## src/rtl/run_ctrl_if.sv

```systemverilog
// Host-side bus of run_ctrl: the run request, per-hart PC samples and the run status.
// The master drives start/pc/pc_valid; the controller (slave) returns status.
interface run_ctrl_if #(
  parameter int NUM_HARTS = 1,
  parameter int PC_W      = 32,
  parameter int CNT_W     = 16
);
  logic                      start;
  logic [NUM_HARTS*PC_W-1:0] pc;
  logic [NUM_HARTS-1:0]      pc_valid;
  logic                      core_rst;
  logic                      running;
  logic                      done;
  logic                      timeout;
  logic [NUM_HARTS-1:0]      halted;
  logic [CNT_W-1:0]          cycle_cnt;

  modport master (
    output start, pc, pc_valid,
    input  core_rst, running, done, timeout, halted, cycle_cnt
  );

  modport slave (
    input  start, pc, pc_valid,
    output core_rst, running, done, timeout, halted, cycle_cnt
  );
endinterface

```

## src/rtl/run_ctrl.sv

```systemverilog
// Run controller: core reset sequencing, bounded run, per-hart PC self-loop halt detect, drain, done.
// Define RUN_CTRL_HALT_DETECT_EN to build the halt trackers; otherwise every run ends on the budget.
module run_ctrl #(
  parameter int NUM_HARTS    = 1,
  parameter int PC_W         = 32,
  parameter int RST_CYCLES   = 5,
  parameter int MAX_CYCLES   = 64,
  parameter int STALL_CYCLES = 4,
  parameter int DRAIN_CYCLES = 5,
  parameter int CNT_W        = 16
) (
  input logic       clk,
  input logic       reset,
  run_ctrl_if.slave bus
);

  localparam logic [2:0] S_IDLE  = 3'd0;
  localparam logic [2:0] S_RESET = 3'd1;
  localparam logic [2:0] S_RUN   = 3'd2;
  localparam logic [2:0] S_DRAIN = 3'd3;
  localparam logic [2:0] S_DONE  = 3'd4;

  localparam int PH_MAX = (RST_CYCLES > DRAIN_CYCLES) ? RST_CYCLES : DRAIN_CYCLES;
  localparam int PH_W   = $clog2(PH_MAX + 1);

  logic [2:0]           r_state, w_state_nxt;
  logic [PH_W-1:0]      r_phase_cnt, w_phase_nxt;
  logic [CNT_W-1:0]     r_cycle_cnt, w_cycle_nxt, w_cycle_inc;
  logic                 r_timeout, w_timeout_nxt;
  logic [NUM_HARTS-1:0] r_halted, w_halted_nxt;
  logic                 r_core_rst, r_running, r_done;
  logic                 w_start_ok;

  assign w_start_ok  = ((r_state == S_IDLE) || (r_state == S_DONE)) && bus.start;
  assign w_cycle_inc = r_cycle_cnt + CNT_W'(1);

`ifdef RUN_CTRL_HALT_DETECT_EN
  localparam int SC_W = $clog2(STALL_CYCLES + 1);

  logic [PC_W-1:0]      r_last_pc  [NUM_HARTS];
  logic [SC_W-1:0]      r_same_cnt [NUM_HARTS];
  logic [NUM_HARTS-1:0] r_seen;
  logic [PC_W-1:0]      w_last_nxt [NUM_HARTS];
  logic [SC_W-1:0]      w_same_nxt [NUM_HARTS];
  logic [NUM_HARTS-1:0] w_seen_nxt;

  // The first valid sample of a run only primes last_pc; later matching samples count repeats.
  always_comb begin
    w_seen_nxt   = r_seen;
    w_halted_nxt = r_halted;
    for (int h = 0; h < NUM_HARTS; h++) begin
      w_last_nxt[h] = r_last_pc[h];
      w_same_nxt[h] = r_same_cnt[h];
      if ((r_state == S_RUN) && bus.pc_valid[h]) begin
        if (!r_seen[h]) begin
          w_seen_nxt[h] = 1'b1;
          w_last_nxt[h] = bus.pc[h*PC_W +: PC_W];
          w_same_nxt[h] = '0;
        end else if (bus.pc[h*PC_W +: PC_W] == r_last_pc[h]) begin
          if (r_same_cnt[h] != SC_W'(STALL_CYCLES))
            w_same_nxt[h] = r_same_cnt[h] + SC_W'(1);
          if (r_same_cnt[h] >= SC_W'(STALL_CYCLES - 1))
            w_halted_nxt[h] = 1'b1;
        end else begin
          w_last_nxt[h] = bus.pc[h*PC_W +: PC_W];
          w_same_nxt[h] = '0;
        end
      end
    end
  end

  always_ff @(posedge clk or negedge reset) begin
    if (!reset) begin
      r_seen <= '0;
      for (int h = 0; h < NUM_HARTS; h++) begin
        r_last_pc[h]  <= '0;
        r_same_cnt[h] <= '0;
      end
    end else if (w_start_ok) begin
      r_seen <= '0;
      for (int h = 0; h < NUM_HARTS; h++) begin
        r_last_pc[h]  <= '0;
        r_same_cnt[h] <= '0;
      end
    end else begin
      r_seen <= w_seen_nxt;
      for (int h = 0; h < NUM_HARTS; h++) begin
        r_last_pc[h]  <= w_last_nxt[h];
        r_same_cnt[h] <= w_same_nxt[h];
      end
    end
  end
`else
  logic w_unused_pc;

  assign w_unused_pc  = ^{bus.pc, bus.pc_valid};
  assign w_halted_nxt = '0;
`endif

  // A halt registered on an earlier edge wins outright; on the budget edge a
  // same-edge halt still clears timeout, so halt beats budget in a tie.
  always_comb begin
    w_state_nxt   = r_state;
    w_phase_nxt   = r_phase_cnt;
    w_cycle_nxt   = r_cycle_cnt;
    w_timeout_nxt = r_timeout;
    case (r_state)
      S_IDLE, S_DONE: begin
        if (bus.start) begin
          w_state_nxt   = S_RESET;
          w_phase_nxt   = '0;
          w_cycle_nxt   = '0;
          w_timeout_nxt = 1'b0;
        end
      end
      S_RESET: begin
        if (r_phase_cnt == PH_W'(RST_CYCLES - 1)) begin
          w_state_nxt = S_RUN;
          w_phase_nxt = '0;
        end else begin
          w_phase_nxt = r_phase_cnt + PH_W'(1);
        end
      end
      S_RUN: begin
        w_cycle_nxt = w_cycle_inc;
        if (&r_halted) begin
          w_state_nxt   = S_DRAIN;
          w_phase_nxt   = '0;
          w_timeout_nxt = 1'b0;
        end else if (w_cycle_inc == CNT_W'(MAX_CYCLES)) begin
          w_state_nxt   = S_DRAIN;
          w_phase_nxt   = '0;
          w_timeout_nxt = ~&w_halted_nxt;
        end
      end
      S_DRAIN: begin
        if (r_phase_cnt == PH_W'(DRAIN_CYCLES - 1)) begin
          w_state_nxt = S_DONE;
          w_phase_nxt = '0;
        end else begin
          w_phase_nxt = r_phase_cnt + PH_W'(1);
        end
      end
      default: w_state_nxt = S_IDLE;
    endcase
  end

  // Status outputs are decoded from the next state so they change on the entering edge.
  always_ff @(posedge clk or negedge reset) begin
    if (!reset) begin
      r_state     <= S_IDLE;
      r_phase_cnt <= '0;
      r_cycle_cnt <= '0;
      r_timeout   <= 1'b0;
      r_halted    <= '0;
      r_core_rst  <= 1'b1;
      r_running   <= 1'b0;
      r_done      <= 1'b0;
    end else begin
      r_state     <= w_state_nxt;
      r_phase_cnt <= w_phase_nxt;
      r_cycle_cnt <= w_cycle_nxt;
      r_timeout   <= w_timeout_nxt;
      r_halted    <= w_start_ok ? '0 : w_halted_nxt;
      r_core_rst  <= (w_state_nxt == S_IDLE) || (w_state_nxt == S_RESET) ||
                     (w_state_nxt == S_DONE);
      r_running   <= (w_state_nxt == S_RUN);
      r_done      <= (w_state_nxt == S_DONE);
    end
  end

  assign bus.core_rst  = r_core_rst;
  assign bus.running   = r_running;
  assign bus.done      = r_done;
  assign bus.timeout   = r_timeout;
  assign bus.halted    = r_halted;
  assign bus.cycle_cnt = r_cycle_cnt;

endmodule

```

## src/flat_wrapper.sv

```systemverilog
// flat-port wrapper written by rule: the top's interface ports become plain ports
module run_ctrl_flat 
#(
  parameter int NUM_HARTS    = 1,
  parameter int PC_W         = 32,
  parameter int RST_CYCLES   = 5,
  parameter int MAX_CYCLES   = 64,
  parameter int STALL_CYCLES = 4,
  parameter int DRAIN_CYCLES = 5,
  parameter int CNT_W        = 16
)
  (clk, reset, bus_start, bus_pc, bus_pc_valid, bus_core_rst, bus_running, bus_done, bus_timeout, bus_halted, bus_cycle_cnt);
  run_ctrl_if #(.NUM_HARTS(NUM_HARTS), .PC_W(PC_W), .CNT_W(CNT_W)) bus_i ();
  input logic clk;
  input logic reset;
  input wire logic [$bits(bus_i.start)-1:0] bus_start;
  input wire logic [$bits(bus_i.pc)-1:0] bus_pc;
  input wire logic [$bits(bus_i.pc_valid)-1:0] bus_pc_valid;
  output wire logic [$bits(bus_i.core_rst)-1:0] bus_core_rst;
  output wire logic [$bits(bus_i.running)-1:0] bus_running;
  output wire logic [$bits(bus_i.done)-1:0] bus_done;
  output wire logic [$bits(bus_i.timeout)-1:0] bus_timeout;
  output wire logic [$bits(bus_i.halted)-1:0] bus_halted;
  output wire logic [$bits(bus_i.cycle_cnt)-1:0] bus_cycle_cnt;
  assign bus_i.start = bus_start;
  assign bus_i.pc = bus_pc;
  assign bus_i.pc_valid = bus_pc_valid;
  assign bus_core_rst = bus_i.core_rst;
  assign bus_running = bus_i.running;
  assign bus_done = bus_i.done;
  assign bus_timeout = bus_i.timeout;
  assign bus_halted = bus_i.halted;
  assign bus_cycle_cnt = bus_i.cycle_cnt;
  run_ctrl #(.NUM_HARTS(NUM_HARTS), .PC_W(PC_W), .RST_CYCLES(RST_CYCLES), .MAX_CYCLES(MAX_CYCLES), .STALL_CYCLES(STALL_CYCLES), .DRAIN_CYCLES(DRAIN_CYCLES), .CNT_W(CNT_W)) u_core (.clk(clk), .reset(reset), .bus(bus_i));
endmodule
```

## config.mk

```make
export PLATFORM = sky130hd
export DESIGN_NAME = run_ctrl_flat
export DESIGN_NICKNAME = d
export VERILOG_FILES = /design/src/rtl/run_ctrl_if.sv /design/src/rtl/run_ctrl.sv /design/src/flat_wrapper.sv
export SDC_FILE = /design/constraint.sdc
export NUM_CORES = 1
export LEC_CHECK = 0
export BUFFER_PORTS_ARGS = -buffer_cell sky130_fd_sc_hd__buf_4
export CAP_MARGIN = 20
export CORE_AREA = 2 2 100 63
export CTS_CLUSTER_DIAMETER = 30
export DETAILED_ROUTE_END_ITERATION = 8
export DIE_AREA = 0 0 102 65
export SETUP_SLACK_MARGIN = 0.05
export SLEW_MARGIN = 10
export SYNTH_ARGS = -nofsm -noshare
export SYNTH_HDL_FRONTEND = slang
export SYNTH_SLANG_ARGS = --single-unit
```

## constraint.sdc

```tcl
create_clock -name clk -period 4 [get_ports clk]
set_clock_uncertainty 0.2 [all_clocks]
set_input_delay 0.4 -clock clk [delete_from_list [all_inputs] [get_ports clk]]
set_output_delay 0.4 -clock clk [all_outputs]
set_load 0.02 [all_outputs]
```

After elaboration in Yosys (flattened, before gate mapping). Cells that the tools add are included.

Word-level logic and storage cells: 45. Flip-flop bits (word level): 26. Input port bits: 36. Memory bits (writable): 0. Bits in latches: 0. ROM bits: 0. Memories kept: 0.

$add $sub $neg: 2. Bitwise logic cells: 0. Order comparisons: 0. Multiply operators: 0. Equal/unequal tests: 11. Reduce and logical (&&, ||, !) cells: 11. Shift-type cells: 0. Divide/modulo/power cells: 0. Multiplexer cells: 14.

Operators by type and width (number): 16-bit one-hot mux with 2 select lines (1); 3-bit 2-to-1 mux (7); 16-bit by 1-bit adder with 16-bit output (second input constant) (1); 16-bit by 7-bit equality test with 1-bit output (second input constant) (1); 16-bit 2-to-1 mux (1); 3-bit one-hot mux with 4 select lines (1); 3-bit by 2-bit equality test with 1-bit output (second input constant) (3); 3-bit equality test (second input constant) (3); 3-bit one-hot mux with 3 select lines (1); 3-bit by 1-bit equality test with 1-bit output (second input constant) (2); 3-bit zero test (2); 3-bit AND reduction (2); 2-bit OR reduction (2); 3-bit by 1-bit adder with 3-bit output (second input constant) (1); 3-bit nonzero test (1); 1-bit logical OR (2); 1-bit 2-to-1 mux (2); 2-bit by 1-bit != test with 1-bit output (second input constant) (1); 2-bit != test (second input constant) (1); 1-bit one-hot mux with 2 select lines (1); 2-bit AND reduction (1); 2-bit nonzero test (1).

Depth between registers and ports, before layout.
Word-level depth: 7. Mapped depth: 9. Mapped depth without buffers: 7.

Least setup slack after synthesis. Ideal clock, no wire load.

Kind: reg-to-reg. Start point: register u_core.r_cycle_cnt[0], in the netlist u_core.bus.cycle_cnt[0]. End point: register u_core.r_phase_cnt[0]. Cell stages (with the launch flop): 10. Slack: 1.458 ns. Required time: 3.676 ns. Setup time: 0.124 ns. Arrival: 2.218 ns. Clock period less this slack: 2.542 ns. Cells stage by stage: dfrtp_1 > ha_1 > and3_1 > buf_2 > clkbuf_8 > nor3b_1 > a32o_1 > o22ai_1 > or3_4 > o31a_1.

Longest elaborated chain between the ends: 4.

Ends and longest elaborated chain: start: declaration (RTL line run_ctrl.sv:28) `logic [CNT_W-1:0] r_cycle_cnt, w_cycle_nxt, w_cycle_inc;`; start signal: assignment (RTL line run_ctrl.sv:162) `r_cycle_cnt <= w_cycle_nxt;`; 16-bit by 1-bit adder with 16-bit output (RTL line run_ctrl.sv:35) `assign w_cycle_inc = r_cycle_cnt + CNT_W'(1);`; 16-bit by 7-bit equality test with 1-bit output (RTL line run_ctrl.sv:130) `end else if (w_cycle_inc == CNT_W'(MAX_CYCLES)) begin`; 2-bit by 1-bit != test with 1-bit output (no source line); 3-bit AND reduction (no source line); end signal: assignment (RTL line run_ctrl.sv:161) `r_phase_cnt <= w_phase_nxt;`; end: declaration (RTL line run_ctrl.sv:27) `logic [PH_W-1:0] r_phase_cnt, w_phase_nxt;`.

Every way passes these cells. A chain may end at the register's enable or synchronous reset.

Worst setup path after layout. Same ends and word-level chain as after synthesis.

==> results by stage <==
Yosys:
- The number of synthesized flops with an enable pin is 0.
- The main flop type after synthesis is sky130_fd_sc_hd__dfrtp_1.
- By area the synthesized netlist is led by sky130_fd_sc_hd__dfrtp_1, sky130_fd_sc_hd__o21ai_0, sky130_fd_sc_hd__nand2_1, sky130_fd_sc_hd__nor2_1, sky130_fd_sc_hd__ha_1.
- The synthesized area per cell is around 8.5 µm².
- The cell accounting for the most synthesized area is sky130_fd_sc_hd__dfrtp_1.
- The fraction of the yosys area taken by sequential cells is 39.26%.
- The mapped cell area is between 1500 and 2000 µm².
- The number of synthesis warnings is 0.
- After synthesis the netlist holds a flip-flop and latch count of 26.
- The area fraction of the dominant cell type after synthesis is 37.68%.
- The fraction of registers with async set or reset after synthesis is 100.0%.
- In this run, distinct cell masters in the synthesized netlist total 48.
- The synthesized net count is 236.
- The cell count after synthesis is 196.

Floorplanning:
- The full die area is 6630 µm².
- In this run the count of I/O pins placed on the die edge is between 50 and 60.
- From left edge to right edge, the die measures 102 µm.
- The initial standard-cell utilization of the core is 28.45%.
- The die is 65 µm tall.
- The cell row count is 22.
- The area inside the core boundary is ~5800 µm².

Global route:
- The number of global-route vias before repair is 1278.
- Entering global routing, the biggest net connects 27 pins.
- The first global-routing pass estimated 6720 µm of wire.
- The number of antenna violations at the first check in global routing is 0.
- The remaining global-route overflow is 0.
- The overall global routing resource usage is between 10% and 20%.

STA:
- The post-route minimum period is ~2.7 ns.
- The number of max-slew violations in the final report came to 0.
- Setup violations remaining at the end of the flow were counted as 0.
- The relative slew slack is approximately 30%.
- At the pin with the least slew margin, the transition time is 1.048 ns.
- The final hold violation count is 0.
- Hold timing on the final database bottoms out at a slack of roughly 0.097 ns.
- The total negative setup slack is 0 ns.
- Setup repair after global routing left no endpoint under its margin.
- In the finished design, the share of the clock period the worst path needs comes to 67.01%.
- The timing-limited maximum frequency is 373.1 MHz.

Routing:
- The number of search-and-repair iterations in the first detailed-routing pass is 4.
- The number of nets with antenna violations after routing is 0.
- Dividing the detail-routed wire length by the instance count gives roughly 14 µm.
- In this run, the number of DRC markers left after iteration 0 of detailed routing was 81.
- For this block, the routed nets add up to 4084 µm of wire.
- The total number of vias is 1469.
- The number of remaining DRC errors is 0.
- The average vias per placed instance is 4.997.

Power:
- The static leakage is 0.8180 nW.
- The design draws ~1.0 mW.
- The total power density per cell area is 529.7 nW/µm².
- Summed over all nets, the switching power comes to 0.4386 mW.
- The relative contribution of the clock network to total power is 17.5%.
- The worst-case IR drop observed on VDD is 190.9 µV.
- Net switching is 43.08% of the power.
- Internal power comes to 0.5794 mW.
- Of the total power, combinational logic draws ~40%.
- Sequential cells burn approximately two fifths of the power.

Clocking:
- The clock latency reported for the late side of the worst-skew pair is 0.28 ns.
- After clock tree synthesis, the setup repair step added 0 buffers.
- The clock root buffer master is sky130_fd_sc_hd__clkbuf_8.
- Clock tree synthesis inserted a total of 3 buffers.
- The number of gates given a new drive strength after cts is 0.
- The CTS tree is yes.
- The number of buffers added to fix hold violations after cts is 1.
- The clock passes through at most 2 buffers.
- The number of H-tree branching levels is 1.
- The clock transition time at the flip-flop clock pins of the worst setup and hold paths is 0.09 ns.
- For this design, the sink count on the clock tree is 26.

Critical path:
- The critical path arrival is 2.65 ns.
- The maximum fanout count along the critical path is 8.
- The required time of the worst setup path is 3.97 ns.
- The worst setup path is launched from a register.
- The worst register-to-register path ends at u_core.r_phase_cnt[0].
- The setup slack of the most critical reg-to-reg path is 1.32 ns.
- The startpoint-to-endpoint class of the critical path is register to register.
- The length in cells of the worst reg-to-reg path is 6.
- The launch point of the worst reg-to-reg path is u_core.bus.cycle_cnt[0].
- The endpoint class of the critical path is a register.

Final layout:
- The count of inserted antenna diode cells is 0.
- Summing all flip-flop and latch instances after layout gives 651.9 µm².
- The area occupied by multi-input gates is approximately 900 µm².
- The number of nets at the end of the flow is 251.
- The filler cells instantiated in the layout total 638.
- After the flow finishes, the layout carries non-filler instances totaling 294.
- The area growth from synthesis to layout is 15.75%.
- The total non-filler cell area in the finished layout is about 1900 µm².
- Cells with a size suffix above 1 make up 16.67% of the layout.

Worst hold path:
- In this run the most critical hold path is launched from bus_start.
- The endpoint with the worst hold slack is u_core.bus.done.
- Along the worst hold path, the cell count comes to 2.
- The worst hold path belongs to the class input port to register.

Placed design:
- Buffers placed on the I/O ports in this run total 22.
- In this run, placement finished with an instance count of a little under 300.
- The HPWL after detailed placement is approximately 2900 µm.
- The placed instance area is 1857 µm².
- The congestion estimate from routability-driven global placement came to between 0.7 and 0.8.

Flow run:
- The number of max-cap violations is 0.

Outcome:
- The flow ran to the end, and the final reports show no timing, DRC or antenna violations.
[sequential cells by signal, indices dropped and copies added, names as in the netlist]
register,flops
u_core.bus.cycle_cnt,16
u_core.r_phase_cnt,3
u_core.r_state,3
u_core.bus.core_rst,1
u_core.bus.done,1
u_core.bus.running,1
u_core.bus.timeout,1
[per-stage QoR]
stage          utilization [%]  setup WS (ns)
6_report                 32.93          1.320
5_1_grt                  32.93          1.141
3_3_place_gp             31.82          1.361
2_1_floorplan                -          1.458
4_1_cts                  32.93          1.313
3_5_place_dp             31.82          1.333
[area by class of cell]
type	count	area share [%]
Clock buffer	4	2.865
Multi-Input combinational cell	152	47.66
Tap cell	84	5.469
Sequential cell	26	33.92
Inverter	5	0.9766
Timing Repair Buffer	23	9.115
[worst max-delay path, stage by stage, from the launching register on]
cell and delay, ns:
sky130_fd_sc_hd__dfrtp_1 0.51, sky130_fd_sc_hd__nand4_1 0.31, sky130_fd_sc_hd__nor4_1 0.62, sky130_fd_sc_hd__xnor2_1 0.18
sky130_fd_sc_hd__o21ai_1 0.09, sky130_fd_sc_hd__or3_4 0.41, sky130_fd_sc_hd__o31a_1 0.25
[power groups by stage]
stage | registers (mW) | logic, mW | clock network [mW]
CTS | 0.424 | 0.418 | 0.185
global placement | 0.427 | 0.407 | 0
global route | 0.439 | 0.466 | 0.197
floorplan | 0.420 | 0.293 | 0
finish | 0.427 | 0.413 | 0.178
detailed placement | 0.430 | 0.414 | 0
[worst max path at each step]
stage / startpoint / endpoint
after global placement: u_core.bus.cycle_cnt[2] / u_core.r_phase_cnt[0]
after CTS: u_core.bus.cycle_cnt[2] / u_core.r_phase_cnt[0]
after global routing: u_core.bus.cycle_cnt[3] / u_core.r_phase_cnt[0]
final: u_core.bus.cycle_cnt[0] / u_core.r_phase_cnt[0]
after detailed placement: u_core.bus.cycle_cnt[2] / u_core.r_phase_cnt[0]
after floorplan: u_core.bus.cycle_cnt[0] / u_core.r_phase_cnt[0]
[Yosys cell counts (2+ instances only)]
master                     count
sky130_fd_sc_hd__o211ai_1      2
sky130_fd_sc_hd__nand3_1       8
sky130_fd_sc_hd__and3_1        4
sky130_fd_sc_hd__a32o_1        2
sky130_fd_sc_hd__buf_4         2
sky130_fd_sc_hd__or2_2         2
sky130_fd_sc_hd__clkbuf_1      4
sky130_fd_sc_hd__dfrtp_1      25
sky130_fd_sc_hd__nand2_1      28
sky130_fd_sc_hd__nor3b_1       4
sky130_fd_sc_hd__nor4_1        2
sky130_fd_sc_hd__o41ai_1       2
sky130_fd_sc_hd__a21oi_1       9
sky130_fd_sc_hd__a21o_1        3
sky130_fd_sc_hd__a31oi_1       2
sky130_fd_sc_hd__buf_2         6
sky130_fd_sc_hd__ha_1          4
sky130_fd_sc_hd__o31ai_1       3
sky130_fd_sc_hd__nor2_1       14
sky130_fd_sc_hd__xnor2_1       2
sky130_fd_sc_hd__mux2_2        2
sky130_fd_sc_hd__and2_1        2
sky130_fd_sc_hd__o21ai_0      27
sky130_fd_sc_hd__nor3_1        2
sky130_fd_sc_hd__inv_1         5
sky130_fd_sc_hd__nand4_1       6
sky130_fd_sc_hd__nand2b_1      2
sky130_fd_sc_hd__nor2b_1       2
[layout by cell type, fill, tap and decap left out, types with 2 or more instances in the layout]
cell,netlist,routed
sky130_fd_sc_hd__a21o_1,3,3
sky130_fd_sc_hd__a21oi_1,9,9
sky130_fd_sc_hd__a31oi_1,2,2
sky130_fd_sc_hd__a32o_1,2,2
sky130_fd_sc_hd__and2_1,2,2
sky130_fd_sc_hd__and3_1,4,4
sky130_fd_sc_hd__buf_4,2,22
sky130_fd_sc_hd__clkbuf_8,1,4
sky130_fd_sc_hd__dfrtp_1,25,25
sky130_fd_sc_hd__ha_1,4,4
sky130_fd_sc_hd__inv_1,5,5
sky130_fd_sc_hd__mux2_2,2,2
sky130_fd_sc_hd__nand2_1,28,28
sky130_fd_sc_hd__nand2b_1,2,2
sky130_fd_sc_hd__nand3_1,8,8
sky130_fd_sc_hd__nand4_1,6,6
sky130_fd_sc_hd__nor2_1,14,14
sky130_fd_sc_hd__nor2b_1,2,2
sky130_fd_sc_hd__nor3_1,2,2
sky130_fd_sc_hd__nor3b_1,4,4
sky130_fd_sc_hd__nor4_1,2,2
sky130_fd_sc_hd__o211ai_1,2,2
sky130_fd_sc_hd__o21ai_0,27,27
sky130_fd_sc_hd__o31ai_1,3,3
sky130_fd_sc_hd__o41ai_1,2,2
sky130_fd_sc_hd__or2_2,2,2
sky130_fd_sc_hd__xnor2_1,2,2
[cell families (layout without fill, tap and decap cells)]
kind of cell    Yosys count  in the layout  share of synthesized area [%]
fa+ha+maj                 4              4                          3.014
flops                    26             26                          39.26
mux                       2              2                          1.356
simple gates             83             83                          27.13
xor+xnor                  3              3                          1.583
compound gates           59             59                          21.85
other cells               1              1                         0.2259
buf+inv                  18             32                          5.576
[metal layers]
layer  share of wire (%)  GRT usage, %  vias up
li1                    -             -      735
met1                  54         21.19      689
met2                  38         16.94       41
met3                 7.6         3.883        4
met4                0.37         1.500        0
met5                   0             0        -
Note: power is estimated with default switching activity, not from simulation.
